$ cat src/rtl/ps2_pkg.sv
// Shared PS/2 definitions: host-transmit FSM states, common device commands
// and the odd-parity helper used by both transmit and receive paths.
package ps2_pkg;

  typedef enum logic [2:0] {
    IDLE,
    INHIBIT,
    REQ,
    DATA,
    PARITY,
    STOP,
    ACK,
    WAIT_IDLE
  } ps2_state_e;

  localparam logic [7:0] CMD_SET_LEDS = 8'hED;
  localparam logic [7:0] CMD_ENABLE   = 8'hF4;
  localparam logic [7:0] CMD_RESET    = 8'hFF;

  // PS/2 frames carry odd parity over the data byte
  function automatic logic odd_parity(input logic [7:0] d);
    return ~^d;
  endfunction

endpackage

$ cat src/rtl/ps2_line_filter.sv
// Brings one raw PS/2 line into the clk domain: 2-FF synchronizer followed by
// a level filter that needs FILTER_LEN consecutive equal samples to switch.
module ps2_line_filter #(
  parameter int FILTER_LEN = 8
) (
  input  logic clk,
  input  logic rst,
  input  logic line,
  output logic level
);
  localparam int CW = (FILTER_LEN > 1) ? $clog2(FILTER_LEN) : 1;

  logic [1:0]    sync;
  logic [CW-1:0] cnt;

  // Lines idle high, so reset to 1 avoids a fake edge out of reset
  always_ff @(posedge clk or posedge rst) begin
    if (rst) begin
      sync  <= 2'b11;
      cnt   <= '0;
      level <= 1'b1;
    end else begin
      sync <= {sync[0], line};
      if (sync[1] == level) begin
        cnt <= '0;
      end else if (cnt == CW'(FILTER_LEN - 1)) begin
        level <= sync[1];
        cnt   <= '0;
      end else begin
        cnt <= cnt + CW'(1);
      end
    end
  end

endmodule

$ cat src/rtl/ps2_host_tx.sv
// PS/2 host-to-device transmitter: inhibits the bus, issues request-to-send,
// shifts a command byte out on device clock falls and checks the device ack.
module ps2_host_tx
  import ps2_pkg::*;
#(
  parameter int INHIBIT_CYCLES = 10000,
  parameter int TIMEOUT_CYCLES = 2000000,
  parameter int FILTER_LEN     = 8
) (
  input  logic       clk,
  input  logic       rst,
  input  logic [7:0] tx_data,
  input  logic       tx_valid,
  output logic       tx_ready,
  input  logic       ps2_clk_in,
  input  logic       ps2_data_in,
  output logic       ps2_clk_oe,
  output logic       ps2_data_oe,
  output logic       busy,
  output logic       done,
  output logic       ack_err,
  output logic       timeout_err
);
  localparam int CNT_MAX = (INHIBIT_CYCLES > TIMEOUT_CYCLES) ? INHIBIT_CYCLES : TIMEOUT_CYCLES;
  localparam int CW      = $clog2(CNT_MAX + 1);

  ps2_state_e    state, state_n;
  logic [CW-1:0] cnt, cnt_n;
  logic [7:0]    shreg, shreg_n;
  logic          par, par_n;
  logic [2:0]    bit_cnt, bit_cnt_n;
  logic          done_n, ack_err_n, timeout_n;
  logic          clk_lvl, clk_prev, clk_fall, dat_lvl;
  logic          inh_last, tmo;

  ps2_line_filter #(.FILTER_LEN(FILTER_LEN)) u_clk_filt (
    .clk(clk), .rst(rst), .line(ps2_clk_in), .level(clk_lvl)
  );

  ps2_line_filter #(.FILTER_LEN(1)) u_dat_filt (
    .clk(clk), .rst(rst), .line(ps2_data_in), .level(dat_lvl)
  );

  assign clk_fall = clk_prev & ~clk_lvl;
  assign inh_last = (cnt == CW'(INHIBIT_CYCLES - 1));
  assign tmo      = (cnt == CW'(TIMEOUT_CYCLES - 1));

  always_ff @(posedge clk or posedge rst) begin
    if (rst) begin
      state       <= IDLE;
      cnt         <= '0;
      shreg       <= '0;
      par         <= 1'b0;
      bit_cnt     <= '0;
      clk_prev    <= 1'b1;
      done        <= 1'b0;
      ack_err     <= 1'b0;
      timeout_err <= 1'b0;
    end else begin
      state       <= state_n;
      cnt         <= cnt_n;
      shreg       <= shreg_n;
      par         <= par_n;
      bit_cnt     <= bit_cnt_n;
      clk_prev    <= clk_lvl;
      done        <= done_n;
      ack_err     <= ack_err_n;
      timeout_err <= timeout_n;
    end
  end

  always_comb begin
    state_n   = state;
    cnt_n     = cnt;
    shreg_n   = shreg;
    par_n     = par;
    bit_cnt_n = bit_cnt;
    done_n    = 1'b0;
    ack_err_n = 1'b0;
    timeout_n = 1'b0;
    unique case (state)
      IDLE: begin
        if (tx_valid) begin
          shreg_n   = tx_data;
          par_n     = odd_parity(tx_data);
          bit_cnt_n = '0;
          cnt_n     = '0;
          state_n   = INHIBIT;
        end
      end
      INHIBIT: begin
        if (inh_last) begin
          cnt_n   = '0;
          state_n = REQ;
        end else begin
          cnt_n = cnt + CW'(1);
        end
      end
      ACK: begin
        if (clk_lvl && dat_lvl) begin
          done_n  = 1'b1;
          state_n = WAIT_IDLE;
        end
      end
      default: begin
        cnt_n = clk_fall ? '0 : cnt + CW'(1);
        if (clk_fall) begin
          unique case (state)
            REQ:    state_n = DATA;
            DATA: begin
              if (bit_cnt == 3'd7) begin
                state_n = PARITY;
              end else begin
                shreg_n   = {1'b0, shreg[7:1]};
                bit_cnt_n = bit_cnt + 3'd1;
              end
            end
            PARITY: state_n = STOP;
            STOP: begin
              if (dat_lvl) begin
                ack_err_n = 1'b1;
                state_n   = WAIT_IDLE;
              end else begin
                state_n = ACK;
              end
            end
            default: ;
          endcase
        end else if (tmo) begin
          // WAIT_IDLE is only reached after done/ack_err, so stay silent there
          timeout_n = (state != WAIT_IDLE);
          cnt_n     = '0;
          state_n   = IDLE;
        end else if (state == WAIT_IDLE && clk_lvl && dat_lvl) begin
          state_n = IDLE;
        end
      end
    endcase
  end

  // Line drives decode straight from state so reset releases them immediately
  always_comb begin
    ps2_data_oe = 1'b0;
    unique case (state)
      INHIBIT: ps2_data_oe = inh_last;
      REQ:     ps2_data_oe = 1'b1;
      DATA:    ps2_data_oe = ~shreg[0];
      PARITY:  ps2_data_oe = ~par;
      default: ps2_data_oe = 1'b0;
    endcase
  end

  assign ps2_clk_oe = (state == INHIBIT);
  assign busy       = (state != IDLE);
  assign tx_ready   = (state == IDLE);

endmodule

$ cat config.mk
export PLATFORM = sky130hd
export DESIGN_NAME = ps2_host_tx
export DESIGN_NICKNAME = d
export VERILOG_FILES = /design/src/rtl/ps2_pkg.sv /design/src/rtl/ps2_line_filter.sv /design/src/rtl/ps2_host_tx.sv
export SDC_FILE = /design/constraint.sdc
export NUM_CORES = 1
export LEC_CHECK = 0
export CORE_MARGIN = 2
export CORE_UTILIZATION = 40
export CTS_BUF_LIST = sky130_fd_sc_hd__clkbuf_8
export CTS_CLUSTER_SIZE = 12
export DETAILED_ROUTE_END_ITERATION = 10
export PLACE_DENSITY = 0.67
export SLEW_MARGIN = 10
export SYNTH_ARGS = -nofsm -noshare
export SYNTH_HDL_FRONTEND = slang
export SYNTH_SLANG_ARGS = --single-unit
$ cat constraint.sdc
create_clock -name clk -period 2 [get_ports clk]
set_input_delay 0.4 -clock clk [delete_from_list [all_inputs] [get_ports clk]]
set_output_delay 0.4 -clock clk [all_outputs]
set_load 0.05 [all_outputs]
### Word level (Yosys, flattened, before mapping)

Index checks and enable logic that the tools add are counted.
W data, S select, Z words.

| operators by class | value |
|---|---|
| bitwise logic cells | 9 |
| reductions and logical operators | 17 |
| $add $sub $neg | 4 |
| mux-type cells | 40 |
| eq/ne operators | 20 |

Operators by type and width:

| kind | number |
|---|---|
| $mux W21 | 5 |
| $pmux W21 S3 | 1 |
| $mux W3 | 13 |
| $mux W8 | 4 |
| $add A21 B1 Y21 const B | 1 |
| $eq A21 B14 Y1 const B | 1 |
| $eq A21 B21 Y1 const B | 1 |
| $eq A3 B3 Y1 const B | 6 |
| $pmux W8 S2 | 1 |
| $mux W1 | 12 |
| $pmux W3 S4 | 1 |
| $pmux W3 S3 | 1 |
| $ne A8 B3 Y1 const B | 1 |
| $not A1 Y1 | 8 |
| $reduce_and A2 Y1 | 4 |
| $reduce_xnor A8 Y1 | 1 |
| $add A3 B1 Y3 const B | 2 |
| $eq A3 B2 Y1 const B | 2 |
| $ne A2 B2 Y1 const B | 3 |
| $ne A6 B6 Y1 const B | 1 |
| $pmux W3 S2 | 1 |
| $reduce_and A6 Y1 | 1 |
| $reduce_bool A6 Y1 | 1 |
| $reduce_and A5 Y1 | 1 |
| other kinds (13) | 17 |

| storage, ports and cells | value |
|---|---|
| word-level logic and storage cells | 105 |
| register bits | 50 |

### Longest topological paths before layout

| logic depth | value |
|---|---|
| depth in word-level cells | 7 |
| mapped depth | 7 |
| gate-level depth less buffers | 7 |

### Hierarchy

From an unflattened synthesis, not the netlist that was laid out.

| second synthesis, totals | value |
|---|---|
| cells, all modules | 251 |
| area total of the unflattened synthesis | 2499.9 sq um |

Modules (own cells, without submodules):

| module | cells an instance | instances | area an instance (sq um) |
|---|---|---|---|
| ps2_host_tx | 232 | 1 | 2185.8 |
| ps2_line_filter (u_clk_filt) | 14 | 1 | 227.7 |
| ps2_line_filter (u_dat_filt) | 5 | 1 | 86.3 |

### Least setup slack after synthesis

Ideal clock, no wire load.

| timing | value |
|---|---|
| path type | flip-flop to output port |
| start | reg state[2] |
| end | out busy |
| required time | 1.600 ns |
| stages on the path, launching flop included | 5 |
| slack | -0.576 ns |
| data arrival time | 2.176 ns |
| path through | dfrtp_1 clkbuf_1 nor3_1 clkbuf_1 inv_1 |

| on the way | value |
|---|---|
| cells in the longest elaborated chain, start to end | 1 |

RTL lines:

| what | RTL line | text |
|---|---|---|
| from (decl) | ps2_host_tx.sv:27 | `ps2_state_e state, state_n;` |
| from (signal assigned) | ps2_host_tx.sv:60 | `state <= state_n;` |
| $reduce_bool A3 Y1 | ps2_host_tx.sv:154 | `assign busy = (state != IDLE);` |
| to (decl) | ps2_host_tx.sv:19 | `output logic busy,` |

Every way passes these cells.

### Worst setup path after layout

| timing | value |
|---|---|
| start | reg cnt[19] |
| end | out ps2_data_oe |

| on the way | value |
|---|---|
| cells in the longest elaborated chain, start to end | 2 |

RTL lines:

| what | RTL line | text |
|---|---|---|
| from (decl) | ps2_host_tx.sv:28 | `logic [CW-1:0] cnt, cnt_n;` |
| from (signal assigned) | ps2_host_tx.sv:61 | `cnt <= cnt_n;` |
| $eq A21 B14 Y1 | ps2_host_tx.sv:45 | `assign inh_last = (cnt == CW'(INHIBIT_CYCLES - 1));` |
| $pmux W1 S4 | ps2_host_tx.sv:144 | `unique case (state)` |
| to (decl) | ps2_host_tx.sv:18 | `output logic ps2_data_oe,` |

Every way passes these cells.

==> results.py <==
metrics = {
    "power_and_ir_drop": {
        "ir_drop_mv": 0.5286,
        "intPower_mw": 1.524,
        "p_seq_frac": 0.542,
        "powerDensity_mw_per_mm2": 554.6,
        "clkPwrFrac": 0.359,
        "pwr-share-comb": 0.099,
        "power_mw": 1.994,
        "p_sw_mw": 0.4694,
        "netSwitchingFraction": 0.2354,
        "p_leak_nw": 1.441,
    },
    "drt": {
        "route.vias.total": 2221,
        "drc": 0,
        "avgRoutedWirePerCell_microns": 14.30,
        "ant_nets": 0,
        "viasPerCell": 5.444,
        "dr.first_iter.drc_count": 127,
        "dr.pass1.iters": 4,
        "routed_wirelength_microns": 5836,
    },
    "layout": {
        "finish.utilization": 0.5966,
        "mostFrequentLayoutCells": "buf_4 (44), dfrtp_1 (42), nand2_1 (25), o21ai_0 (22), clkdlybuf4s50_1 (15)",
        "n_fill_cell": 509,
        "area_delta_synth_final_pct": 42.30,
        "ff_latch_area_sq_mm": 0.001235,
        "multi_input_area_sq_mm": 0.001421,
        "layout-drive-gt1-share": 0.3453,
        "nets": 350,
        "final_common_cell": "buf_4",
        "n_antenna_cell": 0,
        "postLayoutCellArea_sq_mm": 0.003595,
    },
    "floorplanning": {
        "coreArea_sq_mm": 0.006026,
        "die_area_sq_mm": 0.006967,
        "start_util": 0.4192,
        "die_y_microns": 83.47,
        "io-pin-count": 20,
        "rows": 28,
        "die_width_microns": 83.47,
    },
    "placement": {
        "io_buffers": 19,
        "dpl_worst_slack_ns": -0.2564,
        "place_area_sq_mm": 0.003197,
        "place.gp.congestion": 0.9164,
        "dpl.hpwl_microns": 3991,
    },
    "clocking": {
        "cts_tree": "done",
        "htreeDepth": 2,
        "clk_latency_ns": 0.31,
        "clockBufferDepth": 2,
        "clk_pin_slew_ns": 0.10,
        "clkSinkCount": 49,
        "cts_buffers": 5,
        "cts-root-buf": "clkbuf_8",
    },
    "synthesis": {
        "synth_compound_area_frac": 0.1575,
        "syn_inst": 261,
        "async_reset_ff_frac": 1.000,
        "ys_ff_latch": 49,
        "synth_top_family_by_area": "simple AND/OR/NAND/NOR gates",
        "synth_fp_nets": 279,
        "yosysSeqAreaShare": 0.4889,
        "synthXorXnorAreaFrac": 0.04854,
        "synth_warnings": 0,
        "synth.area.mux_share": 0.03665,
        "syn_area_sq_mm": 0.002526,
        "synth_cell_type_count": 45,
        "yosys.area_share.adder": 0.02476,
        "synth_edf_count": 0,
        "synthSimpleGateAreaFrac": 0.2155,
        "synth.avg_cell_area_sq_um": 9.679,
        "ys.flop_type": "dfrtp_1",
    },
    "sta": {
        "setup_viol": 25,
        "tightest_slew_ns": 0.5415,
        "max_freq_ghz": 0.4210,
        "hold_violations": 0,
        "whs_ns": 0.3606,
        "skew_ns": 0.01236,
        "layout_setup_ws_ns": -0.3755,
        "drv_slew": 0,
        "rsz0062_at_grt": "true",
        "min_period_ns": 2.376,
        "slew_headroom": 0.6357,
        "fin_crit_sh": 1.188,
    },
    "grt": {
        "grt_use_total": 0.1734,
        "grt_pass1_wl_microns": 10070,
        "antenna_found_initial": 0,
        "grt_pass1_vias": 2212,
        "grt_max_degree": 24,
        "grt_overflow_total": 0,
    },
    "critical_path": {
        "cp-end-kind": "output pin",
        "arrival_ns": 1.98,
        "reg2reg_setup_slack_ns": -0.26,
        "worst-path-max-fanout": 2,
        "crit_type": "register to output pin",
        "critPathRequiredTime_ns": 1.60,
        "critPathLaunchType": "register",
        "rr_worst_depth": 8,
    },
    "worst_hold_path": {
        "worstHoldPathType": "register to register",
        "holdPathStages": 0,
    },
    "run_status": {
        "status": "finished, violations left",
        "failed_checks": "negative setup slack",
    },
    "job": {
        "max_cap_violations": 0,
    },
}
[through the flow]
| step | setup TNS (ns) | cells |
|---|---|---|
| 5_1_grt | -6.161 | 408 |
| 4_1_cts | -2.007 | 405 |
| 3_5_place_dp | -4.830 | 389 |
| 3_3_place_gp | -3.070 | 389 |
| 6_report | -4.017 | 408 |
| 2_1_floorplan | -0.005529 | 261 |
[metal layers]
| metal | up-vias | global-route usage | share of wire |
|---|---|---|---|
| met5 | - | 0 | 0 |
| met4 | 0 | 0.04985 | 0.0087 |
| met3 | 6 | 0.03264 | 0.034 |
| met2 | 35 | 0.2845 | 0.49 |
| met1 | 1078 | 0.2349 | 0.47 |
| li1 | 1102 | - | - |
[synth_stat cells (all sizes together) (6+ instances only)]
master  instances  area share
a21oi          18       0.036
clkbuf          8       0.012
dfrtp          42        0.42
dfstp           7       0.073
inv             7       0.010
mux2i           7       0.028
nand2          25       0.037
nand3          12       0.024
nand4           7       0.017
nor2           14       0.021
nor3            6       0.014
o21ai          27       0.053
or3            13       0.033
xnor2           9       0.031
[layout make-up]
| class | count | area share |
|---|---|---|
| Sequential cell | 49 | 0.3435 |
| Tap cell | 75 | 0.02611 |
| Clock buffer | 5 | 0.01914 |
| Inverter | 7 | 0.007309 |
| Clock inverter | 3 | 0.01218 |
| Timing Repair Buffer | 74 | 0.1963 |
| Multi-Input combinational cell | 195 | 0.3954 |
[final timing paths]
path,end,start
worst min register to register,u_clk_filt.sync[1],u_clk_filt.sync[0]
worst max register to register,state[0],cnt[14]
worst max-delay path,ps2_data_oe,cnt[19]
min in group asynchronous,state[0],rst
worst min-delay path,u_clk_filt.sync[1],u_clk_filt.sync[0]
max in group asynchronous,cnt[3],rst
[worst max-delay path, cell delays in order (launching register included)]
cell and delay (ns):
dfrtp_1 0.39, or4_4 0.57, nor4_4 0.26, a21oi_2 0.11
o22ai_4 0.18, buf_12 0.16
[cell families (layout without fill, tap and decap cells)]
| family | after synthesis | count (layout) |
|---|---|---|
| mux | 9 | 9 |
| fa+ha+maj | 5 | 5 |
| simple gates | 101 | 101 |
| buf+inv | 17 | 89 |
| flops | 49 | 49 |
| xor+xnor | 14 | 14 |
| compound gates | 66 | 66 |
[power groups by stage]
stage	combinational (mW)	sequential [mW]	clock, mW
final	0.198	1.08	0.716
after global routing	0.228	1.09	0.779
after CTS	0.201	1.08	0.739
after detailed placement	0.200	1.10	0
after global placement	0.196	1.10	0
after floorplan	0.120	1.09	0
[state kept, by name, summed over array words and instances, names as in the netlist, 2 cells and up]
signal	count
state	3
shreg	8
u_dat_filt.sync	2
u_clk_filt.sync	2
bit_cnt	3
u_clk_filt.cnt	3
cnt	21
[what timing repair did]
action                                  4_1_cts  5_1_grt
gates cloned                                  2        1
setup buffers                                 6        5
hold buffers                                  0        0
endpoints found under the setup margin       25       27
resized for setup                            18       37
pin swaps                                    13       14
Note: power is estimated with default switching activity, not from simulation.
